[config.mk]
export PLATFORM = sky130hd
export DESIGN_NAME = game_tick_scheduler
export DESIGN_NICKNAME = d
export VERILOG_FILES = /design/src/rtl/game_tick_scheduler.sv
export SDC_FILE = /design/constraint.sdc
export NUM_CORES = 1
export LEC_CHECK = 0
export CAP_MARGIN = 10
export CORE_ASPECT_RATIO = 0.9
export CORE_MARGIN = 8
export CORE_UTILIZATION = 47
export DETAILED_ROUTE_END_ITERATION = 12
export PLACE_DENSITY = 0.69
export SETUP_SLACK_MARGIN = 0.05
export SLEW_MARGIN = 20
export SYNTH_ARGS = -nofsm -noshare
export SYNTH_HDL_FRONTEND = slang
export SYNTH_SLANG_ARGS = --single-unit
[constraint.sdc]
create_clock -name clock -period 4.9 [get_ports clock]
set_input_delay 1.225 -clock clock [delete_from_list [all_inputs] [get_ports clock]]
set_output_delay 1.225 -clock clock [all_outputs]
set_load 0.005 [all_outputs]
[src/rtl/game_tick_scheduler.sv]
// ---------------------------------------------------------------------------
// game_tick_scheduler
//
// Paces a two-player game. A programmable down-counter sets the step period.
// Each time it expires, a three-cycle phase sequence is emitted:
// move_p1, then move_p2, then step_done.
// Every RAMP_STEPS completed steps, the speed level rises by one. Each level
// halves the period, and the period never drops below 4 cycles.
//
// Parameters
//   DIV_WIDTH   width of the period counter
//   BASE_COUNT  reload value at level 0 (period = reload + 1 cycles)
//   RAMP_STEPS  completed steps per automatic level increase
//
// Ports
//   clock        in   system clock, rising edge
//   clear_b      in   asynchronous active-low reset
//   start        in   start from IDLE / acknowledge from OVER (level)
//   pause        in   pause request (level)
//   crash        in   collision report, ends the game from RUN or PAUSE
//   start_level  in   [1:0] initial speed level, sampled on IDLE->RUN
//   move_p1      out  one-cycle pulse, advance player 1
//   move_p2      out  one-cycle pulse, advance player 2
//   step_done    out  one-cycle pulse, collision check / redraw slot
//   level        out  [1:0] current speed level (0 slowest, 3 fastest)
//   running      out  high in RUN
//   paused       out  high in PAUSE
//   game_over    out  high in OVER
// ---------------------------------------------------------------------------
module game_tick_scheduler #(
    parameter int unsigned          DIV_WIDTH  = 28,
    parameter logic [DIV_WIDTH-1:0] BASE_COUNT = 28'd49_999_999,
    parameter int unsigned          RAMP_STEPS = 16
) (
    input  logic       clock,
    input  logic       clear_b,
    input  logic       start,
    input  logic       pause,
    input  logic       crash,
    input  logic [1:0] start_level,
    output logic       move_p1,
    output logic       move_p2,
    output logic       step_done,
    output logic [1:0] level,
    output logic       running,
    output logic       paused,
    output logic       game_over
);

    localparam int unsigned STEP_W = (RAMP_STEPS > 1) ? $clog2(RAMP_STEPS) : 1;

    typedef enum logic [1:0] {
        S_IDLE,
        S_RUN,
        S_PAUSE,
        S_OVER
    } state_t;

    state_t               state_q, state_d;
    logic [DIV_WIDTH-1:0] cnt_q, cnt_d;
    logic [1:0]           lvl_q, lvl_d;
    logic [STEP_W-1:0]    step_q, step_d;
    logic                 p1_q, p1_d;
    logic                 p2_q, p2_d;
    logic                 done_q, done_d;
    logic                 run_q, pse_q, over_q;
    logic                 busy;

    // The period shrinks by halving per level. It is clamped at 3 so that the
    // 3-cycle phase sequence always finishes before the next expiry.
    function automatic logic [DIV_WIDTH-1:0] reload_of(input logic [1:0] lvl);
        logic [DIV_WIDTH-1:0] r;
        r = BASE_COUNT >> lvl;
        if (r < DIV_WIDTH'(3)) begin
            r = DIV_WIDTH'(3);
        end
        return r;
    endfunction

    assign busy = p1_q | p2_q | done_q;

    always_comb begin
        state_d = state_q;
        cnt_d   = cnt_q;
        lvl_d   = lvl_q;
        step_d  = step_q;
        // The phase registers default to cleared. Leaving RUN, or a crash,
        // therefore cancels any sequence that is in flight.
        p1_d    = 1'b0;
        p2_d    = 1'b0;
        done_d  = 1'b0;

        unique case (state_q)
            S_IDLE: begin
                if (start) begin
                    state_d = S_RUN;
                    lvl_d   = start_level;
                    cnt_d   = reload_of(start_level);
                    step_d  = '0;
                end
            end

            S_RUN: begin
                if (crash) begin
                    state_d = S_OVER;
                end else begin
                    p2_d   = p1_q;
                    done_d = p2_q;

                    // Count the step as the step_done cycle closes. A new
                    // level is picked up only at the next reload.
                    if (done_q) begin
                        if (step_q == STEP_W'(RAMP_STEPS - 1)) begin
                            step_d = '0;
                            if (lvl_q != 2'd3) begin
                                lvl_d = lvl_q + 2'd1;
                            end
                        end else begin
                            step_d = step_q + STEP_W'(1);
                        end
                    end

                    if (cnt_q == '0) begin
                        cnt_d = reload_of(lvl_q);
                        p1_d  = 1'b1;
                    end else begin
                        cnt_d = cnt_q - DIV_WIDTH'(1);
                    end

                    // The counter still ticks on the edge that enters PAUSE.
                    // An expiry in this same cycle starts a sequence, which
                    // must be allowed to finish first. In either case the
                    // total number of RUN cycles in a period stays exact.
                    if (pause && !busy && (cnt_q != '0)) begin
                        state_d = S_PAUSE;
                    end
                end
            end

            S_PAUSE: begin
                if (crash) begin
                    state_d = S_OVER;
                end else if (!pause) begin
                    state_d = S_RUN;
                end
            end

            S_OVER: begin
                if (start) begin
                    state_d = S_IDLE;
                    cnt_d   = '0;
                    step_d  = '0;
                    lvl_d   = '0;
                end
            end

            default: begin
                state_d = S_IDLE;
            end
        endcase
    end

    always_ff @(posedge clock or negedge clear_b) begin
        if (!clear_b) begin
            state_q <= S_IDLE;
            cnt_q   <= '0;
            lvl_q   <= '0;
            step_q  <= '0;
            p1_q    <= 1'b0;
            p2_q    <= 1'b0;
            done_q  <= 1'b0;
            run_q   <= 1'b0;
            pse_q   <= 1'b0;
            over_q  <= 1'b0;
        end else begin
            state_q <= state_d;
            cnt_q   <= cnt_d;
            lvl_q   <= lvl_d;
            step_q  <= step_d;
            p1_q    <= p1_d;
            p2_q    <= p2_d;
            done_q  <= done_d;
            run_q   <= (state_d == S_RUN);
            pse_q   <= (state_d == S_PAUSE);
            over_q  <= (state_d == S_OVER);
        end
    end

    assign move_p1   = p1_q;
    assign move_p2   = p2_q;
    assign step_done = done_q;
    assign level     = lvl_q;
    assign running   = run_q;
    assign paused    = pse_q;
    assign game_over = over_q;

endmodule
==> flow_summary.json <==
{
  "status": "completed",
  "core_area_mm2": 0.00605,
  "yosys.area.top_type": "dfrtp_1",
  "grt_max_degree": 43,
  "cts_num_sinks": 42,
  "period_share": 0.676,
  "start_util": 0.480,
  "fin_cells": 416,
  "power.density_mw_per_mm2": 656,
  "cp-startpoint": "state_q[1]",
  "io_pins": 15,
  "insertion_delay_ns": 0.30,
  "min_path_type": "flip-flop to flip-flop",
  "htree_levels": 2,
  "synth_area_per_cell_um2": 8.67,
  "antennaDiodeCount": 0,
  "path_clk_slew_ns": 0.08,
  "placement.cell_area_mm2": 0.00307,
  "dr.first_iter.drc_count": 253,
  "arrival_ns": 3.49,
  "finalSetupTns_ns": 0,
  "syn_area_mm2": 0.00291,
  "antenna_found_initial": 0,
  "yosys_warnings": 0,
  "cts_hold_buf": 0,
  "rr_worst_depth": 6,
  "worst_r2r_startpoint": "state_q[1]",
  "drc_errors": 0,
  "regArea_mm2": 0.00105,
  "fin_area_mm2": 0.00318,
  "synth-seq-area-share": 0.362,
  "die_h_um": 90.6,
  "grt_pass1_wl_um": 13000,
  "num_vias": 2745,
  "die-area_mm2": 0.00896,
  "synth-seq-cells": 42,
  "synthTopCellsByArea": "dfrtp_1, ha_1, o21ai_0, nor2_1, a31oi_1",
  "fillerInstances": 531,
  "fmax_mhz": 302,
  "grt_remaining_overflow": 0,
  "drt-total-wl_um": 7920,
  "cts_tree": "yes",
  "maxSlewViolCount": 0,
  "postRouteAntennaNets": 0,
  "rrSetupSlack_ns": 1.59,
  "place.gp.congestion": 0.949,
  "multi_input_area_mm2": 0.00170,
  "syn_nets": 357,
  "synth_cell_types": 60,
  "fin_util": 0.526,
  "track_usage": 0.179,
  "worstSetupEndpointType": "flip-flop",
  "start_kind": "flip-flop",
  "rsz0062_at_grt": "false",
  "syn_to_final_growth_pct": 9.43,
  "max-slew-margin-rel": 0.316,
  "period_minus_slack_ns": 3.31,
  "hold_viol_final": 0,
  "cts-resized-gates": 0,
  "cts_setup_buffers": 0,
  "synth_flop_cell": "dfrtp_1",
  "die_w_um": 98.9,
  "leakage_nw": 1.30,
  "dr.pass1.iters": 5,
  "finalClockSkew_ns": 0.0128,
  "setup_viol": 0,
  "cts_buffer_depth": 2,
  "cts_made_buffers": 5,
  "maxCapViolations": 0,
  "routedWlPerCell_um": 19.0,
  "cts_root_buf": "clkbuf_8",
  "worst_r2r_endpoint": "cnt_q[2]",
  "worstMarginPinSlew_ns": 1.02,
  "dp_hpwl_um": 5490,
  "netlist.area_leader.share": 0.362,
  "port_buffers": 14,
  "synth_edf_count": 0,
  "worstSetupEndpoint": "cnt_q[2]",
  "vias_per_cell": 6.60,
  "num_rows": 27,
  "async_flop_share": 1.00,
  "p_total_mw": 2.09,
  "nets": 365,
  "grt_pass1_vias": 2525,
  "critPathMaxFanout": 25,
  "required_ns": 5.08,
  "place_inst": 408,
  "netlist_instances": 335,
  "layout-drive-gt1-share": 0.0610,
  "path_class": "flip-flop to flip-flop",
  "vdd_drop_max_mv": 0.297
}
worst max-delay path, stage by stage (launching register included):
cell and delay, ns:
dfrtp_1 0.45, inv_1 0.14, ha_1 0.74, clkinv_1 0.56, a31oi_1 0.85, a31oi_1 0.20, o22a_1 0.23
Yosys cell counts (all sizes together), types with 8 or more instances:
master / number
nor3: 15
dfrtp: 42
inv: 17
clkbuf: 13
or4: 8
a21oi: 18
ha: 15
nor2: 30
o21ai: 29
nand2: 23
nor4: 8
a31oi: 17
layout make-up:
class | count | share of cell area
Clock inverter | 1 | 0.00945
Clock buffer | 7 | 0.0240
Multi-Input combinational cell | 258 | 0.534
Tap cell | 72 | 0.0283
Timing Repair Buffer | 18 | 0.0519
Inverter | 18 | 0.0213
Sequential cell | 42 | 0.331
kinds of logic (layout without fill, tap and decap cells):
| group | after synthesis | in the layout | share of synthesized area |
|---|---|---|---|
| buf+inv | 35 | 44 | 0.0534 |
| xor+xnor | 4 | 4 | 0.0121 |
| flops | 42 | 42 | 0.362 |
| simple gates | 123 | 123 | 0.232 |
| mux | 3 | 3 | 0.0103 |
| fa+ha+maj | 15 | 15 | 0.0646 |
| compound gates | 113 | 113 | 0.266 |
state kept, by name, indices dropped and copies added (netlist names):
name and count:
cnt_q 28, step_q 4, level 2, state_q 2, game_over 1, move_p1 1, move_p2 1, paused 1
running 1, step_done 1
per-stage QoR:
stage	setup WS, ns	hold WS [ns]
after floorplan	2.29	0.451
after global placement	1.44	0.482
after detailed placement	1.37	0.481
after CTS	1.61	0.497
after global routing	1.31	0.535
final	1.59	0.492
power by group:
| group | total, mW | switching [mW] | internal [mW] | leakage [nW] |
|---|---|---|---|---|
| logic | 1.15 | 0.680 | 0.475 | 0.735 |
| registers | 0.659 | 0.178 | 0.481 | 0.510 |
| clock network | 0.273 | 0.120 | 0.153 | 0.0524 |
| total | 2.09 | 0.978 | 1.11 | 1.30 |
worst min path at each step:
stage,from,end,slack [ns],cells past startpoint
final,step_q[3],step_q[3],0.49,1
after global routing,step_q[3],step_q[3],0.54,1
after CTS,step_q[3],step_q[3],0.50,1
after detailed placement,step_q[3],step_q[3],0.48,1
after global placement,step_q[3],step_q[3],0.48,1
after floorplan,step_q[3],step_q[3],0.45,1
routing by layer:
layer / up-vias / global-route usage / part of all wire
met5: - / 0 / 0
met4: 0 / 0.0575 / 0.016
met3: 12 / 0.0385 / 0.066
met2: 115 / 0.274 / 0.46
met1: 1334 / 0.243 / 0.46
li1: 1284 / - / -
cells in the final DEF (no fill, tap or decap), types with 5 or more instances in the layout:
cell / n
ha_1: 15
dfrtp_1: 42
nor3_1: 15
a21o_1: 5
nand2_1: 23
nand3_1: 6
nor2_1: 30
clkdlybuf4s50_1: 13
a21oi_1: 18
or4_1: 7
a2bb2oi_1: 6
nor3b_1: 5
a31oi_1: 17
nor4_1: 7
clkbuf_8: 5
inv_1: 17
nand4_1: 7
o21ai_0: 28
No activity file was read; power rests on OpenSTA's default activity.
==> variant 1 (same settings) <==
Remove the register `pse_q`: a continuous assignment takes its place, so the output `paused` follows one clock earlier.
--- a/src/rtl/game_tick_scheduler.sv
+++ b/src/rtl/game_tick_scheduler.sv
@@ -170,7 +170,6 @@
             p2_q    <= 1'b0;
             done_q  <= 1'b0;
             run_q   <= 1'b0;
-            pse_q   <= 1'b0;
             over_q  <= 1'b0;
         end else begin
             state_q <= state_d;
@@ -181,10 +180,11 @@
             p2_q    <= p2_d;
             done_q  <= done_d;
             run_q   <= (state_d == S_RUN);
-            pse_q   <= (state_d == S_PAUSE);
             over_q  <= (state_d == S_OVER);
         end
     end
+
+    assign pse_q = (state_d == S_PAUSE);
 
     assign move_p1   = p1_q;
     assign move_p2   = p2_q;
Function: changed (a bounded check fails within 4 cycles, from zero or initial values).
==> variant 1 against the original RTL <==
  * Register-to-register slack improved by 0.35 ns
  * Total power decreased by 0.16%
  * Design area shrank 0.24%
  * Sequential cell count is 1 lower
  * Synthesized area shrank 0.86%
  * Global-route usage down 0.15 points
  * Worst setup slack worse by 1.3 ns
  * Wire length fell by 2.0%
  * Non-clock buffer count increased by 3
  * Critical path type is now flip-flop to primary output
  * Largest cell class unchanged
  * Largest power group unchanged
==> variant 1: results (changes against the original RTL) <==
Logic synthesis:
- After synthesis, the most frequently instantiated cells are 41 x dfrtp_1, 30 x nor2_1, 29 x o21ai_0.
- After synthesis, the cell types taking the most area are dfrtp_1 36%, ha_1 6.5%, o21ai_0 5.0%, nor2_1 3.9%, a31oi_1 3.7%.
- The post-synthesis sequential area ratio came to 35.62% (-0.55 points).
- The post-synthesis average cell area is 8.624 sq um (-0.56%).
- The number of synthesized flops with an enable pin is 0 (unchanged).
- The share of synthesized registers carrying an async set or reset is 100.0% (unchanged).
- The warning count from the yosys run came to 0 (unchanged).
- The net count of the mapped netlist is 356 (-0.28%).
- The post-synthesis cell type count is 60 (unchanged).

GRT:
- The initial antenna violation count is 0 (unchanged).
- The largest net degree at the start of global routing came to 42 (-2.3%).
- The overall routing resource usage is 17.75% (-0.15 points).
- The first-pass GRT wire length is 12,960 um (-0.48%).
- The via count of the first global-routing pass was 2,549 (+0.95%).

Final layout:
- The share of final-layout standard cells stronger than drive strength 1 is 7.514% (+1.4 points).
- In the final layout, the registers with the most flip-flops are cnt_q (28), step_q (4).
- The final antenna diode count is 0 (unchanged).
- The final net count is 367 (+0.55%).
- The number of fill cells in the layout was 557 (+4.9%).

Placement:
- The quantity of I/O buffers inserted on ports is 14 (unchanged).
- The instance area at placement was 3070 sq um (about the same).
- The total placed cells including tap cells came to 410 (+0.49%).
- The sum of net half-perimeters after detailed placement is 5624 um (+2.5%).
- The final weighted congestion in routability-driven placement is 0.9612 (+1.2%).

Critical path:
- The data arrival time of the critical path came to 3.34 ns (-0.15 ns).
- In this run the critical register-to-register path is captured at cnt_q[7]$_DFFE_PN0P_.
- The maximum fanout along the worst path is 10 (-60%).
- The startpoint of the worst register-to-register path is cnt_q[16]$_DFFE_PN0P_.
- The destination of the critical timing path is paused.
- The depth of the most critical reg-to-reg path was 5 (-1).
- The worst setup slack for register-to-register paths is 1.94 ns (+0.35 ns).
- The path type of the worst setup path is flip-flop to primary output.

Power:
- The maximum vdd drop is 0.3401 mV (+15%).
- The static leakage is 1.300 nW (+0.22%).

Drt:
- The count of antenna-violating nets left after detailed routing is 0 (unchanged).
- The number of iterations in the first detailed-routing pass is 7 (+2).
- The overall routed net length is 7759 um (-2.0%).
- The routed length per placed instance is 18.56 um (-2.5%).
- The detailed-route via count is 2,746 (+0.036%).
- The first-iteration detailed-routing DRC count was 325 (+28%).

Clocking:
- The post-CTS setup-driven buffer insertion count is 0 (unchanged).
- The CTS root buffer is clkbuf_8.
- At the later pin of the worst-skew pair, clock insertion delay measures around 0.29 ns.
- The post-cts sizing count was 0 (unchanged).
- The number of buffers on the longest clock path is 2 (unchanged).
- The deepest level of the CTS H-tree is 2 (unchanged).
- The number of clock buffers inserted by TritonCTS is 5 (unchanged).
- The clock transition at the registers of the reported paths is 0.08 ns (about the same).

Timing:
- The clock skew is 0.007126 ns (-0.005707 ns).
- The worst max-slew margin expressed relative to the limit came to 35.33% (+3.8 points).

Outcome:
- The run finished with clean final reports.

Hold path:
- The path class of the tightest hold or removal check is flip-flop to flip-flop.
## variant 1: cell types whose count changed after synthesis
| cell | before | now |
|---|---|---|
| dfrtp_1 | 42 | 41 |
## variant 1: routing by layer
layer / track usage [%] / share of wire, % / up-vias
li1: - / - / 1291
met1: 26.18 / 49 / 1332
met2: 25.25 / 43 / 114
met3: 3.698 / 6.3 / 9
met4: 4.853 / 1.3 / 0
met5: 0 / 0 / -
## variant 1: cell families (layout without fill, tap and decap cells)
logic type | after synthesis | in the layout | synth area share (%)
buf+inv | 35 | 47 | 5.386
simple gates | 123 | 123 | 23.41
flops | 41 | 41 | 35.62
fa+ha+maj | 15 | 15 | 6.516
mux | 3 | 3 | 1.043
compound gates | 113 | 113 | 26.80
xor+xnor | 4 | 4 | 1.217
## variant 1: critical path: stages, from the launching register on
cell	delay (ns)
dfrtp_1	0.44
or4_1	0.61
or4b_4	0.61
or2_1	0.38
a211o_1	0.39
nor4bb_1	0.14
clkdlybuf4s50_1	0.46
## variant 1: power by group
group / total [mW] / switching, mW / internal [mW]
Clock: 0.247 / 0.120 / 0.127
Sequential: 0.644 / 0.174 / 0.470
Combinational: 1.19 / 0.693 / 0.498
## variant 1: how the worst min path moves through the flow
stage / from / endpoint / slack, ns / cells past startpoint
after floorplan: step_q[3]$_DFFE_PN0P_ / step_q[3]$_DFFE_PN0P_ / 0.45 / 1
after global placement: step_q[3]$_DFFE_PN0P_ / step_q[3]$_DFFE_PN0P_ / 0.48 / 1
after detailed placement: step_q[3]$_DFFE_PN0P_ / step_q[3]$_DFFE_PN0P_ / 0.48 / 1
after CTS: step_q[3]$_DFFE_PN0P_ / step_q[3]$_DFFE_PN0P_ / 0.50 / 1
after global routing: step_q[3]$_DFFE_PN0P_ / step_q[3]$_DFFE_PN0P_ / 0.54 / 1
final: step_q[3]$_DFFE_PN0P_ / step_q[3]$_DFFE_PN0P_ / 0.50 / 1
## variant 1: cell type report
cell class,instances,area (sq um),share of cell area (%)
timing repair buffer,21,187.7,5.917
inverter,18,67.56,2.130
sequential,41,1026,32.35
multi-input combinational,258,1699,53.57
clock buffer,7,96.34,3.037
tap,72,90.09,2.840
clock inverter,1,5.005,0.1578
## variant 1: per-stage QoR
stage               setup WS, ns  power, mW  hold WS, ns
floorplan                  1.211      1.471       0.4512
global placement          0.5624      1.786       0.4765
global route              0.2484      2.244       0.5441
detailed placement        0.4379      1.812       0.4831
CTS                       0.3366      2.064       0.4955
finish                    0.3351      2.083       0.4963
==> variant 2 (same flow settings) <==
Made on the original files. The parameter `RAMP_STEPS` goes from 16 to 8.
--- a/src/rtl/game_tick_scheduler.sv
+++ b/src/rtl/game_tick_scheduler.sv
@@ -30,7 +30,7 @@
 module game_tick_scheduler #(
     parameter int unsigned          DIV_WIDTH  = 28,
     parameter logic [DIV_WIDTH-1:0] BASE_COUNT = 28'd49_999_999,
-    parameter int unsigned          RAMP_STEPS = 16
+    parameter int unsigned          RAMP_STEPS = 8
 ) (
     input  logic       clock,
     input  logic       clear_b,
Check against the original RTL: no difference found for any inputs over 10 cycles, from zero or initial values; that may be too few to reach the edited logic, so the function may still have changed.
==> variant 2 against the original RTL <==
  * Die area decreased by 3.0%
  * Combinational power decreased by 17%
  * Synthesized cell count fell by 3.3%
  * Design area shrank 2.5%
  * Synthesized area down 3.7%
  * Sequential cell count decreased by 1
  * Count of clock-buffer cells in the layout unchanged
  * Critical path depth grew 1
  * Via count fell by 3.0%
  * Clock power down 8.4%
  * Wire length down 3.2%
  * Worst setup slack gained 0.022 ns
  * Total power decreased by 12%
  * Critical endpoint is now cnt_q[14]$_DFFE_PN0P_
  * Largest power group unchanged
==> variant 2: results (changes against the original RTL) <==
Power:
- The maximum vdd drop is 0.3261 mV (+9.8%).
- The static leakage is 1.255 nW (-3.3%).

Final layout:
- The count of non-filler cells in the finished layout is 406 (-2.4%).
- The final net count is 358 (-1.9%).
- The number of fill cells in the layout is 549 (+3.4%).
- The share of final-layout standard cells stronger than drive strength 1 is 7.143% (+1.0 points).

Timing:
- The clock skew came to 0.009401 ns (-0.003432 ns).
- The worst max-slew margin expressed relative to the limit was 34.71% (+3.1 points).

GRT:
- The overall routing resource usage is 17.75% (-0.15 points).
- The first-pass GRT wire length is 12,680 um (-2.6%).
- The via count of the first global-routing pass was 2,485 (-1.6%).

Logic synthesis:
- The post-synthesis cell type count is 61 (+1.7%).
- Yosys attributes the largest share of cell area to dfrtp_1 37%, ha_1 7.2%, a21oi_1 4.1%, nor2_1 4.0%, nor3_1 3.2%.
- The complex-gate fraction of the synthesized area is 25.66% (-0.91 points).
- The net count of the mapped netlist is 347 (-2.8%).
- The post-synthesis sequential area ratio is 36.66% (+0.48 points).
- By count the netlist is led by 41 x dfrtp_1, 30 x nor2_1, 23 x a21oi_1.

Placement:
- The worst setup slack before clock tree synthesis came to 1.357 ns (-0.01340 ns).
- The total placed cells including tap cells came to 398 (-2.5%).
- The sum of net half-perimeters after detailed placement is 5448 um (-0.76%).
- The final weighted congestion in routability-driven placement is 0.8852 (-6.8%).

Drt:
- The detailed-route via count was 2,662 (-3.0%).
- The routed length per placed instance is 18.88 um (-0.81%).

Critical path:
- The data arrival time of the critical path is 3.52 ns (+0.03 ns).
- The maximum fanout along the worst path is 10 (-60%).
- The stage delay of the slowest cell on the critical path came to 0.58 ns (-0.27 ns).

Outcome:
- The run finished with clean final reports.
[variant 2: cell count changes after synthesis, sizes merged, moves of 4 or more]
cell   delta
a21oi     +5
a31oi     -9
nand4     -4
o31ai     +4
nor2b     +5
o21ai    -10
nand2     -4
nand3     +6
o32a      -4
[variant 2: per-stage QoR]
step                total power [mW]  area (sq um)
floorplan                      1.275          2799
global placement               1.548          2998
detailed placement             1.561          2998
CTS                            1.815          3099
global route                   1.968          3099
finish                         1.828          3099
[variant 2: path summary, 6_finish.rpt]
path | from | end | slack [ns] | cells after the start
worst min-delay path | step_q[2]$_DFFE_PN0P_ | step_q[2]$_DFFE_PN0P_ | 0.52 | 1
worst max register to register | cnt_q[0]$_DFFE_PN0P_ | cnt_q[17]$_DFFE_PN0P_ | 1.72 | 7
min in group asynchronous | clear_b | cnt_q[26]$_DFFE_PN0P_ | 1.06 | 1
max in group asynchronous | clear_b | cnt_q[16]$_DFFE_PN0P_ | 3.25 | 1
worst max-delay path | crash | cnt_q[14]$_DFFE_PN0P_ | 1.61 | 7
worst min register to register | step_q[2]$_DFFE_PN0P_ | step_q[2]$_DFFE_PN0P_ | 0.52 | 1
[variant 2: power by group]
| group | internal, mW | leakage (nW) | total (mW) | switching, mW |
|---|---|---|---|---|
| registers | 0.461 | 0.501 | 0.624 | 0.163 |
| clock network | 0.128 | 0.0542 | 0.250 | 0.123 |
| logic | 0.392 | 0.699 | 0.954 | 0.562 |
[variant 2: layout make-up]
| cell class | instances | area share (%) |
|---|---|---|
| timing repair buffer | 18 | 5.329 |
| sequential | 41 | 33.10 |
| tap | 70 | 2.826 |
| clock inverter | 1 | 0.1615 |
| inverter | 18 | 2.180 |
| multi-input combinational | 251 | 53.29 |
| clock buffer | 7 | 3.109 |
[variant 2: cell families after synthesis]
family / Yosys count
DFF: 41
muxes: 2
AOI/OAI and AO/OA: 104
adders and majority gates: 16
buffers and inverters: 32
xor gates and xnor gates: 6
and+or+nand+nor: 123
[variant 2: per-layer routing]
| metal | global-route usage (%) | routed length, um | vias to the layer above |
|---|---|---|---|
| met1 | 24.17 | 3598 | 1252 |
| met4 | 7.143 | 183 | 0 |
| met5 | 0 | 0 | - |
| li1 | - | - | 1247 |
| met2 | 26.60 | 3218 | 138 |
| met3 | 4.173 | 667 | 25 |
